[src/rtl/hazard_stall_unit.sv]
// Hazard controller: load-use stalls, taken-branch flushes and memory freeze.
// Tracks freeze duration with a sticky timeout and saturating statistics.
module hazard_stall_unit #(
  parameter int REG_W    = 5,
  parameter int CNT_W    = 16,
  parameter int MAX_WAIT = 8
) (
  input  logic             clk,
  input  logic             rst,
  input  logic [REG_W-1:0] IF_ID_rs1,
  input  logic [REG_W-1:0] IF_ID_rs2,
  input  logic             IF_ID_uses_rs1,
  input  logic             IF_ID_uses_rs2,
  input  logic [REG_W-1:0] ID_EX_rd,
  input  logic             ID_EX_mem_read,
  input  logic             EX_MEM_mem_req,
  input  logic             mem_ready,
  input  logic             branch_taken,
  output logic             pc_write,
  output logic             IF_ID_write,
  output logic             IF_ID_flush,
  output logic             ID_EX_bubble,
  output logic             pipe_freeze,
  output logic             mem_wait,
  output logic             mem_timeout,
  output logic [CNT_W-1:0] stall_cycles,
  output logic [CNT_W-1:0] flush_count
);

  localparam int WC_W = $clog2(MAX_WAIT + 1);

  typedef enum logic {
    RUN  = 1'b0,
    WAIT = 1'b1
  } state_t;

  state_t            state;
  state_t            next_state;
  logic [WC_W-1:0]   wait_cnt;
  logic              load_use;
  logic              hit_rs1;
  logic              hit_rs2;

  assign hit_rs1 = IF_ID_uses_rs1 && (ID_EX_rd == IF_ID_rs1);
  assign hit_rs2 = IF_ID_uses_rs2 && (ID_EX_rd == IF_ID_rs2);
  assign load_use = ID_EX_mem_read && (ID_EX_rd != '0)
                    && (hit_rs1 || hit_rs2);

  assign pipe_freeze = !rst && EX_MEM_mem_req && !mem_ready;

  // Overlapping causes resolve by priority, so this is not a unique case.
  always_comb begin
    pc_write     = 1'b1;
    IF_ID_write  = 1'b1;
    IF_ID_flush  = 1'b0;
    ID_EX_bubble = 1'b0;
    priority case (1'b1)
      rst: begin
        pc_write     = 1'b0;
        IF_ID_write  = 1'b0;
        IF_ID_flush  = 1'b1;
        ID_EX_bubble = 1'b1;
      end
      pipe_freeze: begin
        pc_write    = 1'b1;
        IF_ID_write = 1'b1;
      end
      branch_taken: begin
        IF_ID_flush  = 1'b1;
        ID_EX_bubble = 1'b1;
      end
      load_use: begin
        pc_write     = 1'b0;
        IF_ID_write  = 1'b0;
        ID_EX_bubble = 1'b1;
      end
      default: begin
        pc_write    = 1'b1;
        IF_ID_write = 1'b1;
      end
    endcase
  end

  always_ff @(posedge clk or posedge rst) begin
    if (rst) state <= RUN;
    else     state <= next_state;
  end

  always_comb begin
    next_state = state;
    unique case (state)
      RUN:     next_state = pipe_freeze ? WAIT : RUN;
      WAIT:    next_state = pipe_freeze ? WAIT : RUN;
      default: next_state = RUN;
    endcase
  end

  always_comb begin
    mem_wait = (state == WAIT);
  end

  // Timeout fires on the edge closing the MAX_WAIT-th frozen cycle.
  always_ff @(posedge clk or posedge rst) begin
    if (rst) begin
      wait_cnt    <= '0;
      mem_timeout <= 1'b0;
    end else if (pipe_freeze) begin
      if (wait_cnt != WC_W'(MAX_WAIT))
        wait_cnt <= wait_cnt + 1'b1;
      if (wait_cnt == WC_W'(MAX_WAIT - 1))
        mem_timeout <= 1'b1;
    end else begin
      wait_cnt <= '0;
    end
  end

  always_ff @(posedge clk or posedge rst) begin
    if (rst) begin
      stall_cycles <= '0;
      flush_count  <= '0;
    end else begin
      if (!pc_write && stall_cycles != '1)
        stall_cycles <= stall_cycles + 1'b1;
      if (IF_ID_flush && flush_count != '1)
        flush_count <= flush_count + 1'b1;
    end
  end

endmodule

[config.mk]
export PLATFORM = sky130hd
export DESIGN_NAME = hazard_stall_unit
export DESIGN_NICKNAME = d
export VERILOG_FILES = /design/src/rtl/hazard_stall_unit.sv
export SDC_FILE = /design/constraint.sdc
export NUM_CORES = 1
export LEC_CHECK = 0
export ABC_AREA = 1
export CORE_MARGIN = 2
export CORE_UTILIZATION = 55
export CTS_BUF_LIST = sky130_fd_sc_hd__clkbuf_2 sky130_fd_sc_hd__clkbuf_4 sky130_fd_sc_hd__clkbuf_8
export DETAILED_ROUTE_END_ITERATION = 16
export HOLD_SLACK_MARGIN = 0.02
export MAX_ROUTING_LAYER = met4
export PLACE_DENSITY = 0.88
export SLEW_MARGIN = 40
export SYNTH_ARGS = -nofsm -noshare
export SYNTH_HDL_FRONTEND = slang
export SYNTH_SLANG_ARGS = --single-unit
export TNS_END_PERCENT = 30
[constraint.sdc]
create_clock -name clk -period 4.6 [get_ports clk]
set_input_delay 0.46 -clock clk [delete_from_list [all_inputs] [get_ports clk]]
set_output_delay 0.46 -clock clk [all_outputs]
set_load 0.005 [all_outputs]
# Yosys cells after proc, flatten, opt, wreduce, memory -nomap -nowiden
# Index checks and enable logic that the tools add are counted.
# word_totals
word_cells	43
in_bits	23
output_inout_bits	39
register_bits	38
# op_classes
addsub	3
muxes	14
n_eq_ne	7
n_reduce_logical	14
# op_table
operator	n
16-bit by 1-bit adder with 16-bit output, second input constant	2
16-bit != test, second input constant	2
1-bit 2-to-1 mux	12
5-bit == test	2
1-bit logical AND	8
4-bit 2-to-1 mux	2
5-bit nonzero test	1
4-bit by 1-bit adder with 4-bit output, second input constant	1
4-bit by 3-bit == test with 1-bit output, second input constant	1
4-bit != test, second input constant	1
1-bit logical NOT	3
2-bit by 1-bit != test with 1-bit output, second input constant	1
2-bit AND reduction	1
1-bit logical OR	1

# Depth between registers and ports, before layout
# depth
word_depth	10
ltp_mapped	12
mapped_depth_nobuf	11

# Least setup slack after synthesis
# Ideal clock, no wire load.
# synth_timing
kind	input to output
from	input port rst
to	output port pc_write
required_ps	4140
path_stages	6
setup_slack_ps	2182
t_arrival_ps	1958
n_path_buf	3
cell_sequence	inv_1 > nand2_2 > buf_6 > buf_6 > inv_1 > buf_4
# synth_between
elab_chain_cells	5
# synth_rtl
item	line_no	text
start, declared	9	input logic rst,
1-bit logical NOT (no source line)	-	
1-bit logical AND (2 in a row)	49	assign pipe_freeze = !rst && EX_MEM_mem_req && !mem_ready;
1-bit 2-to-1 mux	-	
1-bit 2-to-1 mux *	-	
end, declared	19	output logic pc_write,
# Mark *: on every way between the ends. The rest lies on a longest branch, timed or not.

# Worst setup path after layout
# layout_timing
from	input port ID_EX_rd[2]
to	output port IF_ID_write
# layout_between
elab_chain_cells	8
elab_cells_between_ends	12
cone_classes	2 x eq/ne; 4 x mux; 6 x reduce/logical
# layout_rtl
item	line_no	text
start, declared	14	input logic [REG_W-1:0] ID_EX_rd,
5-bit == test (on tied branches)	44, 45	
1-bit logical AND (on tied branches)	44, 45	
1-bit logical OR	47	&& (hit_rs1 || hit_rs2);
1-bit logical AND *	47	
1-bit 2-to-1 mux * (4 in a row)	57	priority case (1'b1)
end, declared	20	output logic IF_ID_write,
# Marked as above.

==> flow_summary.ini <==
[timing]
fmax_ghz = 0.348
finalCritPeriodShare_pct = 62.5
tightest_slew_ns = 0.545
rsz0062_at_grt = false
fin_skew_ns = 0.00434
slew_headroom_pct = 63.4
final_max_slew_viol_count = 0
fin_tns_setup_ns = 0
finalCriticalPeriod_ns = 2.88
finalHoldViolations = 0
setup_viol = 0

[detailed_routing]
drt-total-wl_um = 5440
via_per_inst = 5.15
wire_per_inst_um = 12.0
drtPass1Iterations = 4
vias = 2331
first_iter_violations = 204
drc = 0
antenna_left = 0

[clock_tree]
numCtsBuffers = 5
htree_levels = 2
postCtsSetupRepairBufs = 0
clk_latency_ns = 0.28
post_cts_resized = 0
cts_tree = yes
cts-root-buf = clkbuf_8
postCtsHoldBufs = 0
cts.sinks = 38
path_clk_slew_ns = 0.07
clockBufferDepth = 2

[pwr]
seqPwrFrac_pct = 45.5
p_sw_mw = 0.342
comb_power_share_pct = 32.1
internal-power_mw = 0.682
pwr-share-clk_pct = 22.4
p_per_area_nw_per_um2 = 325
p_leak_nw = 1.55
irDropWorstVdd_v = 0.000191
p_sw_share_pct = 33.4

[global_routing]
grt_usage_pct = 24.4
grt_max_degree = 39
grt_overflow = 0
grt_pass1_wl_um = 9600
grt_pass1_vias = 2207
antenna_found_initial = 0

[setup_path]
start_kind = input port
path_max_fanout = 20
crit_arrival_ns = 2.42
end_kind = output port
worstSetupPathType = input port to output port
required_ns = 4.14

[run]
cap_violations = 0

[floorplanning]
die_w_um = 70.6
boundaryPins = 62
initial_utilization_pct = 56.4
dieArea_sq_um = 4980
die_h_um = 70.6
core_area_sq_um = 4320
rows = 24

[final_layout]
instances_no_fill = 453
fill_cells = 368
nets = 428
drive_above_1_share_pct = 5.74
n_antenna_cell = 0
syn2layout_area_growth_pct = 29.1

[placed_design]
gp_congestion = 0.947
placed_cells = 446
numPortBuffers = 61
hpwl_um = 4130

[synthesis]
yosys_register_bits = 38
synth_common_cells = nand2_1, inv_1, dfrtp_1
synth_flop_cell = dfrtp_1
synth_top_area_share_pct = 39.0
yosysMostFrequentCell = nand2_1
synthTopCellsByArea = dfrtp_1, nand2_1, inv_1
synth_top_cell_by_area = dfrtp_1
netlist_area_sq_um = 2440
synthArstFlopShare_pct = 100
synth_fp_nets = 365
synth_area_per_cell_sq_um = 7.21
synth-edff-count = 0
seq_area_frac_synth_pct = 39.0
synth_cell_type_count = 25
synth_cells = 338
ys_warn_count = 0

[status]
outcome = finished, final reports clean

[worst_hold_path]
holdCritPathClass = flop to flop
## worst max-delay path, stage by stage
cell and delay [ns]:
clkdlybuf4s50_1 0.50, inv_1 0.09, nand2_1 0.07, nand2_1 0.06, nor2_1 0.11, nand3_1 0.08, nand2_1 0.08, nand3_1 0.08
nand2_2 0.31, inv_1 0.10, clkdlybuf4s50_1 0.46
## layer usage
layer | wire (um) | vias to the layer above | GRT usage (%)
met5 | 0 | - | -
met4 | 100 | 0 | 7.34
met3 | 270 | 13 | 4.99
met2 | 2680 | 62 | 41.2
met1 | 2400 | 1077 | 29.7
li1 | - | 1179 | -
## cells by family (layout without fill, tap and decap cells)
logic type	after synthesis	after routing	share of synthesized area (%)
fa+ha+maj	4	4	2.05
xor+xnor	25	25	8.98
flops	38	38	39.0
buf+inv	57	120	10.2
simple gates	199	199	35.9
compound gates	15	15	3.85
## final cells by class
| cell class | count | area [sq um] | share of cell area (%) |
|---|---|---|---|
| Clock buffer | 7 | 83.8 | 2.66 |
| Inverter | 51 | 191 | 6.08 |
| Multi-Input combinational cell | 243 | 1240 | 39.3 |
| Sequential cell | 38 | 951 | 30.2 |
| Tap cell | 52 | 65.1 | 2.07 |
| Timing Repair Buffer | 62 | 618 | 19.6 |
## final timing paths
path | start | to | slack, ns | cells after the start
max | ID_EX_rd[2] | IF_ID_write | 1.72 | 11
min | mem_timeout | mem_timeout | 0.47 | 1
max reg2reg | stall_cycles[0] | stall_cycles[7] | 2.80 | 9
min reg2reg | mem_timeout | mem_timeout | 0.47 | 1
max in group asynchronous | rst | stall_cycles[10] | 3.57 | 3
min in group asynchronous | rst | stall_cycles[12] | 0.70 | 3
## per-stage QoR
step	hold slack (ns)	util, %	instance area (sq um)	setup WS (ns)	total power, mW
finish	0.473	72.8	3150	1.72	1.02
global route	0.504	72.8	3150	1.52	1.10
CTS	0.478	72.8	3150	1.72	1.03
detailed placement	0.462	70.8	3060	1.73	0.804
global placement	0.450	70.8	3060	1.80	0.791
floorplan	0.466	-	2440	2.18	0.630
## sequential cells by signal, summed over array words and instances, names as in the netlist
register / cells
mem_wait: 1
wait_cnt: 4
flush_count: 16
mem_timeout: 1
stall_cycles: 16
## placed cells by master (no fill, tap or decap), types with 3 or more instances in the layout
cell and n:
clkbuf_8 5, nor4_1 4, nand2_1 108, o21ai_2 4, nor3_1 10, xor2_1 18
o21ai_0 5, ha_1 4, nand4_1 5, dfrtp_1 38, inv_1 49, nand2_2 3
a21oi_1 5, nand3_1 34, xnor2_1 7, nor2_1 30, clkdlybuf4s50_1 61
## power groups by stage
stage               combinational [mW]  sequential [mW]  clock, mW
floorplan                        0.167            0.463          0
detailed placement               0.330            0.473          0
global route                     0.376            0.476      0.247
CTS                              0.332            0.467      0.234
global placement                 0.319            0.472          0
finish                           0.329            0.466      0.229
(Power assumes the default switching activity.)
